File: src/rtl/scpad_rd_arbiter_if.sv
// Scratchpad read-path arbiter bus: requester side, bank/xbar side,
// crossbar return path and flush/drain control.
interface scpad_rd_arbiter_if #(
  parameter int NUM_REQ      = 3,
  parameter int SRC_W        = 3,
  parameter int ROW_W        = 8,
  parameter int NUM_COLS     = 32,
  parameter int MAX_INFLIGHT = 4
);
  localparam int INF_W = $clog2(MAX_INFLIGHT + 1);

  logic [NUM_REQ-1:0]          req_valid;
  logic [NUM_REQ-1:0]          req_ready;
  logic [NUM_REQ*ROW_W-1:0]    req_row;
  logic [NUM_REQ*NUM_COLS-1:0] req_mask;
  logic                        wr_busy;
  logic                        flush_req;
  logic                        flush_done;
  logic                        spad_req_valid;
  logic [ROW_W-1:0]            spad_req_row;
  logic [SRC_W-1:0]            spad_req_src;
  logic [NUM_COLS-1:0]         spad_req_mask;
  logic                        res_valid;
  logic [SRC_W-1:0]            res_src;
  logic [NUM_REQ-1:0]          rsp_valid;
  logic [NUM_REQ-1:0]          rsp_ready;
  logic                        r_stall;
  logic [INF_W-1:0]            inflight;
  logic                        busy;

  modport slave (
    input  req_valid, req_row, req_mask,
    input  wr_busy, flush_req,
    input  res_valid, res_src, rsp_ready,
    output req_ready, flush_done,
    output spad_req_valid, spad_req_row,
    output spad_req_src, spad_req_mask,
    output rsp_valid, r_stall, inflight, busy
  );

  modport master (
    output req_valid, req_row, req_mask,
    output wr_busy, flush_req,
    output res_valid, res_src, rsp_ready,
    input  req_ready, flush_done,
    input  spad_req_valid, spad_req_row,
    input  spad_req_src, spad_req_mask,
    input  rsp_valid, r_stall, inflight, busy
  );
endinterface

File: src/rtl/scpad_rd_arbiter.sv
// Round-robin read-port arbiter for one scratchpad: grants, tags by src,
// tracks in-flight reads, routes returns and handles flush/drain.
module scpad_rd_arbiter #(
  parameter int NUM_REQ      = 3,
  parameter int SRC_W        = 3,
  parameter int ROW_W        = 8,
  parameter int NUM_COLS     = 32,
  parameter int XBAR_LATENCY = 2,
  parameter int MAX_INFLIGHT = 4
) (
  input logic              clk,
  input logic              n_rst,
  scpad_rd_arbiter_if.slave bus
);
  localparam int INF_W = $clog2(MAX_INFLIGHT + 1);

  typedef enum logic [1:0] {
    IDLE,
    RUN,
    DRAIN,
    DONE
  } state_e;

  state_e              state_q, state_d;
  logic [SRC_W-1:0]    rr_q, rr_d;
  logic [INF_W-1:0]    inf_q, inf_d;
  logic                sv_q, sv_d;
  logic [ROW_W-1:0]    row_q, row_d;
  logic [SRC_W-1:0]    src_q, src_d;
  logic [NUM_COLS-1:0] mask_q, mask_d;

  logic                src_ok, rdy_sel, stall, cmpl;
  logic                can_issue, accept;
  logic                hi_vld, lo_vld, gnt_vld;
  logic [SRC_W-1:0]    hi_gnt, lo_gnt, gnt;
  logic [ROW_W-1:0]    row_sel;
  logic [NUM_COLS-1:0] mask_sel;

  // Route the crossbar return by tag; unknown tags never stall or complete
  always_comb begin
    src_ok        = 1'b0;
    rdy_sel       = 1'b0;
    bus.rsp_valid = '0;
    for (int i = 0; i < NUM_REQ; i++) begin
      if (bus.res_src == SRC_W'(i)) begin
        src_ok           = 1'b1;
        rdy_sel          = bus.rsp_ready[i];
        bus.rsp_valid[i] = bus.res_valid;
      end
    end
    stall = bus.res_valid && src_ok && !rdy_sel;
    cmpl  = bus.res_valid && src_ok && rdy_sel;
  end

  // Rotating-priority pick: lowest index at/above rr pointer, else wrap
  always_comb begin
    hi_vld = 1'b0;
    hi_gnt = '0;
    lo_vld = 1'b0;
    lo_gnt = '0;
    for (int i = NUM_REQ - 1; i >= 0; i--) begin
      if (bus.req_valid[i] && SRC_W'(i) >= rr_q) begin
        hi_vld = 1'b1;
        hi_gnt = SRC_W'(i);
      end
      if (bus.req_valid[i]) begin
        lo_vld = 1'b1;
        lo_gnt = SRC_W'(i);
      end
    end
    gnt_vld = hi_vld || lo_vld;
    gnt     = hi_vld ? hi_gnt : lo_gnt;
  end

  // Issue qualification, ready fan-out and payload mux for the winner
  always_comb begin
    can_issue = (state_q == RUN) && !bus.wr_busy && !stall &&
                (inf_q < INF_W'(MAX_INFLIGHT));
    accept    = can_issue && gnt_vld;
    row_sel   = '0;
    mask_sel  = '0;
    bus.req_ready = '0;
    for (int i = 0; i < NUM_REQ; i++) begin
      if (gnt == SRC_W'(i)) begin
        row_sel  = bus.req_row[i*ROW_W +: ROW_W];
        mask_sel = bus.req_mask[i*NUM_COLS +: NUM_COLS];
        bus.req_ready[i] = accept;
      end
    end
  end

  // Next values for issue register, rr pointer and in-flight counter
  always_comb begin
    sv_d   = sv_q;
    row_d  = row_q;
    src_d  = src_q;
    mask_d = mask_q;
    rr_d   = rr_q;
    inf_d  = inf_q;
    if (!stall) begin
      sv_d = accept;
      if (accept) begin
        row_d  = row_sel;
        src_d  = gnt;
        mask_d = mask_sel;
      end
    end
    if (accept) begin
      rr_d = (gnt == SRC_W'(NUM_REQ - 1)) ? '0 : gnt + SRC_W'(1);
    end
    unique case ({accept, cmpl})
      2'b10:   inf_d = inf_q + INF_W'(1);
      2'b01:   inf_d = (inf_q == '0) ? '0 : inf_q - INF_W'(1);
      default: inf_d = inf_q;
    endcase
  end

  // Flush sequencing: stop granting, wait for empty path, pulse done
  always_comb begin
    state_d = state_q;
    unique case (state_q)
      IDLE:  if (!bus.flush_req) state_d = RUN;
      RUN:   if (bus.flush_req) state_d = DRAIN;
      DRAIN: if (inf_q == '0 && !sv_q) state_d = DONE;
      DONE:  state_d = bus.flush_req ? IDLE : RUN;
      default: state_d = IDLE;
    endcase
  end

  // State registers; reset discards everything in flight
  always_ff @(posedge clk or negedge n_rst) begin
    if (!n_rst) begin
      state_q <= IDLE;
      rr_q    <= '0;
      inf_q   <= '0;
      sv_q    <= 1'b0;
      row_q   <= '0;
      src_q   <= '0;
      mask_q  <= '0;
    end else begin
      state_q <= state_d;
      rr_q    <= rr_d;
      inf_q   <= inf_d;
      sv_q    <= sv_d;
      row_q   <= row_d;
      src_q   <= src_d;
      mask_q  <= mask_d;
    end
  end

  assign bus.spad_req_valid = sv_q;
  assign bus.spad_req_row   = row_q;
  assign bus.spad_req_src   = src_q;
  assign bus.spad_req_mask  = mask_q;
  assign bus.r_stall        = stall;
  assign bus.flush_done     = (state_q == DONE);
  assign bus.inflight       = inf_q;
  assign bus.busy           = (inf_q != '0) || sv_q;

  a_no_underflow: assert property (
    @(posedge clk) disable iff (!n_rst) !(cmpl && inf_q == '0)
  );
endmodule

File: src/flat_wrapper.sv
// flat-port wrapper written by rule: the top's interface ports become plain ports
module scpad_rd_arbiter_flat 
#(
  parameter int NUM_REQ      = 3,
  parameter int SRC_W        = 3,
  parameter int ROW_W        = 8,
  parameter int NUM_COLS     = 32,
  parameter int XBAR_LATENCY = 2,
  parameter int MAX_INFLIGHT = 4
)
  (clk, n_rst, bus_req_valid, bus_req_row, bus_req_mask, bus_wr_busy, bus_flush_req, bus_res_valid, bus_res_src, bus_rsp_ready, bus_req_ready, bus_flush_done, bus_spad_req_valid, bus_spad_req_row, bus_spad_req_src, bus_spad_req_mask, bus_rsp_valid, bus_r_stall, bus_inflight, bus_busy);
  scpad_rd_arbiter_if #(.NUM_REQ(NUM_REQ), .SRC_W(SRC_W), .ROW_W(ROW_W), .NUM_COLS(NUM_COLS), .MAX_INFLIGHT(MAX_INFLIGHT)) bus_i ();
  input logic clk;
  input logic n_rst;
  input wire logic [$bits(bus_i.req_valid)-1:0] bus_req_valid;
  input wire logic [$bits(bus_i.req_row)-1:0] bus_req_row;
  input wire logic [$bits(bus_i.req_mask)-1:0] bus_req_mask;
  input wire logic [$bits(bus_i.wr_busy)-1:0] bus_wr_busy;
  input wire logic [$bits(bus_i.flush_req)-1:0] bus_flush_req;
  input wire logic [$bits(bus_i.res_valid)-1:0] bus_res_valid;
  input wire logic [$bits(bus_i.res_src)-1:0] bus_res_src;
  input wire logic [$bits(bus_i.rsp_ready)-1:0] bus_rsp_ready;
  output wire logic [$bits(bus_i.req_ready)-1:0] bus_req_ready;
  output wire logic [$bits(bus_i.flush_done)-1:0] bus_flush_done;
  output wire logic [$bits(bus_i.spad_req_valid)-1:0] bus_spad_req_valid;
  output wire logic [$bits(bus_i.spad_req_row)-1:0] bus_spad_req_row;
  output wire logic [$bits(bus_i.spad_req_src)-1:0] bus_spad_req_src;
  output wire logic [$bits(bus_i.spad_req_mask)-1:0] bus_spad_req_mask;
  output wire logic [$bits(bus_i.rsp_valid)-1:0] bus_rsp_valid;
  output wire logic [$bits(bus_i.r_stall)-1:0] bus_r_stall;
  output wire logic [$bits(bus_i.inflight)-1:0] bus_inflight;
  output wire logic [$bits(bus_i.busy)-1:0] bus_busy;
  assign bus_i.req_valid = bus_req_valid;
  assign bus_i.req_row = bus_req_row;
  assign bus_i.req_mask = bus_req_mask;
  assign bus_i.wr_busy = bus_wr_busy;
  assign bus_i.flush_req = bus_flush_req;
  assign bus_i.res_valid = bus_res_valid;
  assign bus_i.res_src = bus_res_src;
  assign bus_i.rsp_ready = bus_rsp_ready;
  assign bus_req_ready = bus_i.req_ready;
  assign bus_flush_done = bus_i.flush_done;
  assign bus_spad_req_valid = bus_i.spad_req_valid;
  assign bus_spad_req_row = bus_i.spad_req_row;
  assign bus_spad_req_src = bus_i.spad_req_src;
  assign bus_spad_req_mask = bus_i.spad_req_mask;
  assign bus_rsp_valid = bus_i.rsp_valid;
  assign bus_r_stall = bus_i.r_stall;
  assign bus_inflight = bus_i.inflight;
  assign bus_busy = bus_i.busy;
  scpad_rd_arbiter #(.NUM_REQ(NUM_REQ), .SRC_W(SRC_W), .ROW_W(ROW_W), .NUM_COLS(NUM_COLS), .XBAR_LATENCY(XBAR_LATENCY), .MAX_INFLIGHT(MAX_INFLIGHT)) u_core (.clk(clk), .n_rst(n_rst), .bus(bus_i));
endmodule
File: config.mk
export PLATFORM = sky130hd
export DESIGN_NAME = scpad_rd_arbiter_flat
export DESIGN_NICKNAME = d
export VERILOG_FILES = /design/src/rtl/scpad_rd_arbiter_if.sv /design/src/rtl/scpad_rd_arbiter.sv /design/src/flat_wrapper.sv
export SDC_FILE = /design/constraint.sdc
export NUM_CORES = 1
export LEC_CHECK = 0
export BUFFER_PORTS_ARGS = -buffer_cell sky130_fd_sc_hd__buf_4
export CAP_MARGIN = 25
export CORE_MARGIN = 4
export CORE_UTILIZATION = 43
export CTS_BUF_LIST = sky130_fd_sc_hd__clkbuf_8 sky130_fd_sc_hd__clkbuf_16
export DETAILED_ROUTE_END_ITERATION = 8
export GPL_ROUTABILITY_DRIVEN = 1
export PLACE_DENSITY = 0.81
export SYNTH_ARGS = -nofsm -noshare
export SYNTH_HDL_FRONTEND = slang
export SYNTH_SLANG_ARGS = --single-unit
File: constraint.sdc
create_clock -name clk -period 2.2 [get_ports clk]
set_input_delay 0.11 -clock clk [delete_from_list [all_inputs] [get_ports clk]]
set_output_delay 0.11 -clock clk [all_outputs]
set_load 0.1 [all_outputs]
==> impl_metrics.csv, run 1 <==
group,metric,value,unit
outcome,outcome,"completed",
route,post_drt_wl_per_cell,16.6,µm
cells_and_area,area.growth.synth_to_final,56.9,%
route,finalWirelength,9580,µm
route,ant_nets,0,
setup_path,worstPathArrival,1.95,ns
die,boundaryPins,190,
clock_tree,cts.sinks,51,
placement,port_buffers,188,
route,drc_errors,0,
global_routing,grt_pass1_wl,15400,µm
setup_path,start_kind,"flip-flop",
sta,final-setup-viol-count,0,
route,first_pass_iters,4,
setup_path,cp_slowest_cell,"dfrtp_1",
setup_path,cp-end-kind,"primary output",
global_routing,grt_overflow,0,
die,rows,30,
clock_tree,cts-root-buf,"clkbuf_8",
clock_tree,cts_buffers,5,
sta,finalCritPeriodShare,93.5,%
die,chipWidth,91.2,µm
power_and_ir_drop,leakage,0.00232,µW
setup_path,crit_fanout,7,
sta,slew_violations,0,
clock_tree,clkLatencyLatePin,0.31,ns
yosys,yosysWarnings,0,
cells_and_area,drive_above_1_share,45.6,%
cells_and_area,fin_nets,641,
global_routing,first_global_vias,3225,
yosys,yosysUniqueCellTypes,31,
sta,worst_pin_slew,0.650,ns
yosys,synth_common_cells,"dfrtp_1 (51), nand2_1 (48), mux2i_1 (41), nand3_1 (41), o211ai_1 (40)",
die,die_area,8310,µm²
yosys,synth_area,2970,µm²
power_and_ir_drop,cellPowerDensity,1640,nW/µm²
sta,tns,0,ns
sta,slew_headroom,56.7,%
clock_tree,htree_levels,2,
die,start_util,44.0,%
global_routing,antenna_found_initial,0,
clock_tree,cts_buffer_depth,2,
route,via_per_inst,5.29,
sta,min_period,2.06,ns
sta,fmax,0.486,GHz
yosys,synthFlopType,"dfrtp_1",
global_routing,grt_max_degree,52,
sta,rsz0062_at_grt,"no",
cells_and_area,diodes,0,
die,fp.coreArea,6760,µm²
placement,gp_congestion,0.831,
min_path,hp-class,"in2reg",
run,drv_cap,0,
route,num_vias,3056,
yosys,synth.yosys.seq_area_share,42.9,%
yosys,synth.area.top_cells,"dfrtp_1 (43%), mux2i_1 (14%), o211ai_1 (10%)",
setup_path,max_stage_delay,0.43,ns
global_routing,track_usage,22.9,%
clock_tree,cts_tree,"built",
sta,hold_viol,0,
yosys,synth_seq_cells,51,
yosys,synth_nets,455,
setup_path,worst_ep_required_time,2.09,ns
placement,dpl.hpwl,7470,µm
die,dieHeight,91.2,µm
yosys,synth.most_common_cell,"dfrtp_1",
yosys,synth.largest_area_cell,"dfrtp_1",
power_and_ir_drop,power.total,7650,µW
yosys,synthArstFlopShare,100,%
setup_path,worstSetupPathType,"reg2out",
clock_tree,clk_pin_slew,0.10,ns
power_and_ir_drop,ir_worst_vdd,0.919,mV
sta,finClkSkew,0.00661,ns
cells_and_area,fillerInstances,562,
route,initialDrtViolationCount,67,
yosys,yosys.area.top_type_share,42.9,%
yosys,synth-edff-count,0,
yosys,synthCells,311,
setup_path,crit_path_cell_trace,"inv_2 > ha_1 > nand2_1 > nor3_4 > inv_2 > nor3_4 > buf_12",
yosys,syn_avg_cell_area,9.56,µm²
[cell usage in the layout, fill, tap and decap left out, drive strengths merged, types with 2 or more instances in the layout]
cell type,count
a21o,5
a21oi,2
and2,3
buf,202
clkbuf,6
dfrtp,51
ha,10
inv,11
mux2i,41
nand2,48
nand2b,4
nand3,41
nor2,4
nor3,5
nor3b,2
o211ai,40
o21ai,9
[critical path: cells and delay by family (launching register included)]
family / cells / cell delay (ns)
adder cells (fa/ha/maj): 1 / 0.16
buffers and inverters: 3 / 0.44
flip-flops: 1 / 0.43
AND/OR/NAND/NOR: 3 / 0.62
[repair_timing]
item | CTS | global route
endpoints found under the hold margin | 51 | 0
setup buffers | 0 | 3
setup endpoints to repair | 1 | 3
hold buffers | 1 | 0
pin swaps | 0 | 2
gates resized for setup | 1 | 3
[flip-flops by register name, indices dropped and copies added (netlist names)]
register / cells
u_core.bus.spad_req_src: 2
u_core.bus.spad_req_valid: 1
u_core.bus.spad_req_row: 8
u_core.bus.spad_req_mask: 32
u_core.rr_q: 3
u_core.bus.inflight: 3
u_core.state_q: 2
[path summary, 6_finish.rpt]
check,from,to,slack (ns),depth (start not counted)
worst min-delay path,bus_req_mask[91],u_core.bus.spad_req_mask[27],0.05,3
worst max register to register,u_core.state_q[1],u_core.bus.inflight[2],0.39,8
max in group asynchronous,n_rst,u_core.bus.inflight[0],1.36,2
worst min register to register,u_core.bus.spad_req_src[0],u_core.bus.spad_req_src[0],0.50,1
min in group asynchronous,n_rst,u_core.bus.inflight[1],0.39,2
worst max-delay path,u_core.state_q[1],bus_req_ready[0],0.14,7
[stage by stage]
step / setup WS (ns) / instances / cell area, µm² / util, % / hold WS, ns
after CTS: 0.0464 / 575 / 4630 / 68.6 / 0.0430
final: 0.142 / 578 / 4670 / 69.1 / 0.0488
after global placement: 0.407 / 566 / 4500 / 66.6 / 0.182
after global routing: 0.0159 / 578 / 4670 / 69.1 / 0.0435
after floorplan: -0.267 / 311 / 3020 / - / -0.186
after detailed placement: 0.286 / 566 / 4500 / 66.6 / 0.190
[report_power, final]
group          leakage (µW)  internal [µW]  switching [µW]
clock network     0.0000612            369             317
logic               0.00162           1280            4040
registers          0.000640           1360             279
total               0.00232           3010            4640
[area by class of cell]
type                       instances  area, µm²  area share (%)
timing repair buffer             203       1550            33.3
multi-input combinational        225       1580            33.8
clock inverter                     2       35.0           0.751
clock buffer                       6       82.6            1.77
inverter                          11       41.3           0.885
tap                               80        100            2.15
sequential                        51       1280            27.4
[metal layers]
layer | vias up | wire length [µm] | GRT usage (%)
met3 | 13 | 816 | 7.29
met2 | 127 | 4970 | 41.6
met5 | - | 0 | 0
li1 | 1478 | - | -
met4 | 0 | 142 | 5.03
met1 | 1438 | 3660 | 26.0
[cell families after synthesis]
family | Yosys count | share of synthesized area, %
AO/OA/AOI/OAI | 61 | 15.2
adder cells (fa/ha/maj) | 10 | 4.21
buffers and inverters | 35 | 5.51
flip-flops | 51 | 42.9
multiplexers | 42 | 14.3
other | 1 | 0.126
AND/OR/NAND/NOR | 111 | 17.7
No activity file was read; power rests on OpenSTA's default activity.
==> run 2: changes to the inputs <==
--- a/config.mk
+++ b/config.mk
@@ -13,6 +13,7 @@
 export DETAILED_ROUTE_END_ITERATION = 8
 export GPL_ROUTABILITY_DRIVEN = 1
 export PLACE_DENSITY = 0.81
+export RECOVER_POWER = 50
 export SYNTH_ARGS = -nofsm -noshare
 export SYNTH_HDL_FRONTEND = slang
 export SYNTH_SLANG_ARGS = --single-unit
==> impl_metrics.csv, run 2 (same netlist as run 1, synthesis figures left out) <==
group,metric,value,unit
outcome,outcome,"completed",
die,rows,30,
power_and_ir_drop,p_clk_share,9.2,%
placement,port_buffers,188,
min_path,worstHoldEndpoint,"u_core.bus.spad_req_mask[27]",
sta,rsz0062_at_grt,"no",
sta,final-setup-viol-count,0,
power_and_ir_drop,power.internal,2830,µW
sta,finalCritPeriodShare,93.5,%
die,chipWidth,91.2,µm
global_routing,grt_overflow,0,
power_and_ir_drop,switching_power,4630,µW
route,num_vias,3069,
clock_tree,cts-root-buf,"clkbuf_8",
global_routing,grt_pass1_wl,15400,µm
clock_tree,clkLatencyLatePin,0.31,ns
clock_tree,cts_buffer_depth,2,
power_and_ir_drop,switching_share,62.1,%
cells_and_area,fin_nets,641,
setup_path,rr_startpoint,"u_core.state_q[1]",
setup_path,crit_fanout,7,
setup_path,worstSetupPathType,"reg2out",
route,ant_nets,0,
min_path,hold_path_depth,3,
die,fp.coreArea,6760,µm²
sta,fmax,0.486,GHz
die,boundaryPins,190,
cells_and_area,drive_above_1_share,40.2,%
setup_path,r2r_end,"u_core.bus.inflight[2]",
cells_and_area,largest_reg_flops,32,
global_routing,track_usage,22.9,%
cells_and_area,finish.utilization,67.5,%
sta,tns,0,ns
power_and_ir_drop,leakage,0.00222,µW
setup_path,crit_path_cell_trace,"inv_2 > ha_1 > nand2_1 > nor3_4 > inv_2 > nor3_4 > buf_12",
sta,worst_pin_slew,1.27,ns
global_routing,first_global_vias,3225,
sta,slew_headroom,15.0,%
cells_and_area,diodes,0,
die,die_area,8310,µm²
min_path,hp-start,"bus_req_mask[91]",
route,drc_errors,0,
cells_and_area,final_common_cell,"buf_4",
clock_tree,htree_levels,2,
clock_tree,cts.sinks,51,
cells_and_area,area.growth.synth_to_final,53.5,%
sta,finClkSkew,0.00692,ns
setup_path,rr_worst_depth,8,
clock_tree,cts_tree,"built",
placement,dpl.hpwl,7470,µm
route,initialDrtViolationCount,71,
global_routing,grtUsageMet3,7.29,%
setup_path,ff2ff_setup_slack,0.39,ns
sta,hold_viol,0,
power_and_ir_drop,power_frac_comb,68.9,%
setup_path,start_kind,"flip-flop",
global_routing,met1_usage,26.0,%
clock_tree,clk_pin_slew,0.10,ns
power_and_ir_drop,cellPowerDensity,1630,nW/µm²
cells_and_area,layout_common_cells,"buf_4 (172), nand2_1 (48), dfrtp_1 (48), nand3_1 (41), mux2i_1 (41)",
clock_tree,cts_buffers,5,
setup_path,worstPathArrival,1.95,ns
global_routing,antenna_found_initial,0,
sta,hold_slack,0.0488,ns
route,first_pass_iters,4,
placement,gp_congestion,0.831,
route,post_drt_wl_per_cell,16.6,µm
setup_path,cp_slowest_cell,"dfrtp_1",
route,via_per_inst,5.31,
global_routing,grt_max_degree,52,
min_path,hp-class,"in2reg",
die,dieHeight,91.2,µm
sta,slew_violations,0,
setup_path,max_stage_delay,0.43,ns
power_and_ir_drop,ir_worst_vdd,0.918,mV
route,finalWirelength,9570,µm
global_routing,top_usage_layer,"met2",
sta,min_period,2.06,ns
die,start_util,44.0,%
setup_path,cp-end-kind,"primary output",
global_routing,use_met2,41.6,%
setup_path,worst_ep_required_time,2.09,ns
power_and_ir_drop,power_frac_seq,21.9,%
run,drv_cap,0,
## run 2: what timing repair did
| action | 4_1_cts | 5_1_grt |
|---|---|---|
| cloned | 0 | 0 |
| buffers inserted | 0 | 3 |
| gates resized for setup | 1 | 3 |
| hold buffers | 1 | 0 |
| hold endpoints to repair | 51 | 0 |
| setup endpoints to repair | 1 | 3 |
| pin swaps | 0 | 2 |
## run 2: metrics by stage
stage / setup slack, ns / total power, µW / area (µm²) / std cells
2_1_floorplan: -0.267 / 5730 / 3020 / 311
3_3_place_gp: 0.407 / 6890 / 4500 / 566
3_5_place_dp: 0.286 / 6990 / 4500 / 566
4_1_cts: 0.0464 / 7680 / 4630 / 575
5_1_grt: 0.0159 / 7830 / 4560 / 578
6_report: 0.143 / 7460 / 4560 / 578
## run 2: power by group through the flow
stage	combinational (µW)	sequential (µW)	clock, µW
after global placement	5250	1630	0
after global routing	5410	1690	733
after CTS	5340	1640	697
after detailed placement	5340	1650	0
final	5140	1630	683
after floorplan	1370	4360	0
## run 2: final cells by class
class                           instances  area, µm²
Sequential cell                        51       1280
Inverter                               11       41.3
Clock buffer                            6       82.6
Tap cell                               80        100
Clock inverter                          2       35.0
Timing Repair Buffer                  203       1450
Fill cell                             588       2190
Multi-Input combinational cell        225       1580
## run 2: how the worst max path moves through the flow
stage | start | slack, ns | depth (start not counted) | endpoint
after detailed placement | u_core.state_q[1] | 0.29 | 8 | u_core.bus.inflight[0]
after global routing | u_core.state_q[1] | 0.02 | 7 | bus_req_ready[0]
after global placement | u_core.state_q[1] | 0.41 | 8 | u_core.bus.inflight[0]
after floorplan | bus_res_src[2] | -0.27 | 2 | bus_rsp_valid[0]
after CTS | u_core.state_q[1] | 0.05 | 7 | bus_req_ready[0]
final | u_core.state_q[1] | 0.14 | 7 | bus_req_ready[0]
## run 2: critical path, delay by kind of cell, from the launching register on
| family | cells | cell delay (ns) |
|---|---|---|
| buffers and inverters | 3 | 0.44 |
| DFF | 1 | 0.43 |
| and+or+nand+nor | 3 | 0.62 |
| adders and majority gates | 1 | 0.16 |
## run 2: per-layer routing
metal,vias to the layer above,share of wire (%)
li1,1479,-
met4,0,1.4
met1,1442,38
met3,13,8.9
met5,-,0
met2,135,52
==> run 3: changes to the inputs <==
==> constraint.sdc (replaced) <==
create_clock -name clk -period 2.7 [get_ports clk]
set_input_delay 0.135 -clock clk [delete_from_list [all_inputs] [get_ports clk]]
set_output_delay 0.135 -clock clk [all_outputs]
set_load 0.1 [all_outputs]
==> impl_metrics.csv, run 3 (same netlist as run 1, synthesis figures left out) <==
group,metric,value,unit
outcome,outcome,"completed",
sta,slew_headroom,12.9,%
die,dieHeight,91.2,µm
clock_tree,htree_levels,2,
route,ant_nets,0,
sta,finalCritPeriodShare,84.8,%
route,post_drt_wl_per_cell,16.6,µm
global_routing,first_global_vias,3168,
clock_tree,ctsResizeCount,0,
setup_path,cp_common_cell,"buf_4",
setup_path,rr_worst_depth,6,
global_routing,grt_pass1_wl,15000,µm
placement,dpl.hpwl,7290,µm
die,start_util,44.0,%
setup_path,ff2ff_setup_slack,0.69,ns
sta,tns,0,ns
clock_tree,cts_buffer_depth,2,
clock_tree,post_cts_buffers,0,
die,die_area,8310,µm²
sta,hold_viol,0,
setup_path,worstPathArrival,2.16,ns
setup_path,worst-path-buf-inv,3,
setup_path,crit_path_cell_trace,"inv_1 > ha_1 > nand2_1 > nor3_4 > buf_4 > and2_1 > buf_4",
setup_path,cp_slowest_cell,"dfrtp_1",
sta,finClkSkew,0.0104,ns
setup_path,worstSetupPathType,"reg2out",
die,chipWidth,91.2,µm
cells_and_area,drive_above_1_share,37.7,%
die,rows,30,
setup_path,max_stage_delay,0.42,ns
clock_tree,cts_hold_repair.buffers,1,
placement,gp_congestion,0.882,
clock_tree,clk_pin_slew,0.10,ns
global_routing,grt_max_degree,52,
sta,fin_ws,0.409,ns
sta,final-setup-viol-count,0,
power_and_ir_drop,cellPowerDensity,1340,nW/µm²
global_routing,track_usage,22.2,%
cells_and_area,multi_input_area,1550,µm²
setup_path,rr_startpoint,"u_core.rr_q[2]",
placement,place_ws,0.680,ns
min_path,worstHoldEndpoint,"u_core.bus.spad_req_mask[14]",
cells_and_area,fillerInstances,565,
sta,rsz0062_at_grt,"no",
global_routing,antenna_found_initial,0,
setup_path,r2r_end,"u_core.bus.spad_req_mask[25]",
cells_and_area,area.growth.synth_to_final,50.8,%
route,via_per_inst,5.40,
min_path,hold_path_depth,3,
route,first_pass_iters,4,
route,initialDrtViolationCount,104,
clock_tree,cts.sinks,51,
power_and_ir_drop,leakage,0.00218,µW
sta,min_period,2.29,ns
route,num_vias,3096,
min_path,hp-class,"in2reg",
cells_and_area,final-seq-area,1280,µm²
sta,worst_pin_slew,1.31,ns
setup_path,worst_ep_required_time,2.57,ns
setup_path,start_kind,"flip-flop",
setup_path,cp-end-kind,"primary output",
route,finalWirelength,9510,µm
cells_and_area,diodes,0,
sta,slew_violations,0,
global_routing,grt_overflow,0,
die,boundaryPins,190,
cells_and_area,layout_common_cells,"buf_4 (168), dfrtp_1 (51), nand2_1 (48), nand3_1 (41), mux2i_1 (41)",
power_and_ir_drop,ir_worst_vdd,0.775,mV
sta,fmax,0.437,GHz
clock_tree,cts-root-buf,"clkbuf_8",
die,fp.coreArea,6760,µm²
clock_tree,cts_tree,"built",
clock_tree,clkLatencyLatePin,0.31,ns
cells_and_area,largest_reg_flops,32,
min_path,hp-start,"bus_req_mask[78]",
clock_tree,cts_buffers,5,
cells_and_area,fin_nets,636,
cells_and_area,final_common_cell,"buf_4",
setup_path,crit_family,"buffers and inverters",
route,drc_errors,0,
setup_path,crit_fanout,29,
sta,hold_slack,0.0744,ns
run,drv_cap,0,
placement,port_buffers,188,
## run 3: worst max-delay path by stage
stage / slack (ns) / from / cells after the start / end
after floorplan: 0.18 / bus_res_src[2] / 2 / bus_rsp_valid[0]
after global placement: 0.76 / bus_res_src[0] / 7 / u_core.bus.spad_req_mask[12]
after detailed placement: 0.68 / u_core.rr_q[2] / 6 / u_core.bus.spad_req_mask[0]
after CTS: 0.40 / u_core.state_q[1] / 7 / bus_req_ready[1]
after global routing: 0.28 / u_core.state_q[1] / 7 / bus_req_ready[1]
final: 0.41 / u_core.state_q[1] / 7 / bus_req_ready[1]
## run 3: routing by layer
metal	share of wire, %	track usage (%)
met1	39	26.8
met2	52	39.1
met3	8.3	5.63
met4	1.6	5.78
met5	0	0
## run 3: metrics by stage
stage	power, µW	util (%)	cell area [µm²]	std cells
final	6000	66.3	4480	573
after global routing	6280	66.3	4480	573
after CTS	6190	67.9	4590	573
after detailed placement	5620	66.0	4460	564
after global placement	5560	66.0	4460	564
after floorplan	4630	-	2990	311
## run 3: tightest hold or removal path: cells and delay by family
kind            cells  cell delay (ns)
simple gates        1             0.05
compound gates      1             0.08
buf+inv             1             0.08
## run 3: final cells by class
cell class | count | area share, %
clock buffers | 6 | 1.84
clock inverters | 2 | 0.782
inverters | 11 | 0.921
multi-input cells | 225 | 34.6
flip-flops and latches | 51 | 28.5
well taps | 80 | 2.23
repair buffers | 198 | 31.2
## run 3: report_power, final
group / switching (µW) / internal, µW / total [µW]
Clock: 259 / 300 / 560
Sequential: 221 / 1100 / 1330
Combinational: 3260 / 858 / 4120
Total: 3740 / 2260 / 6000
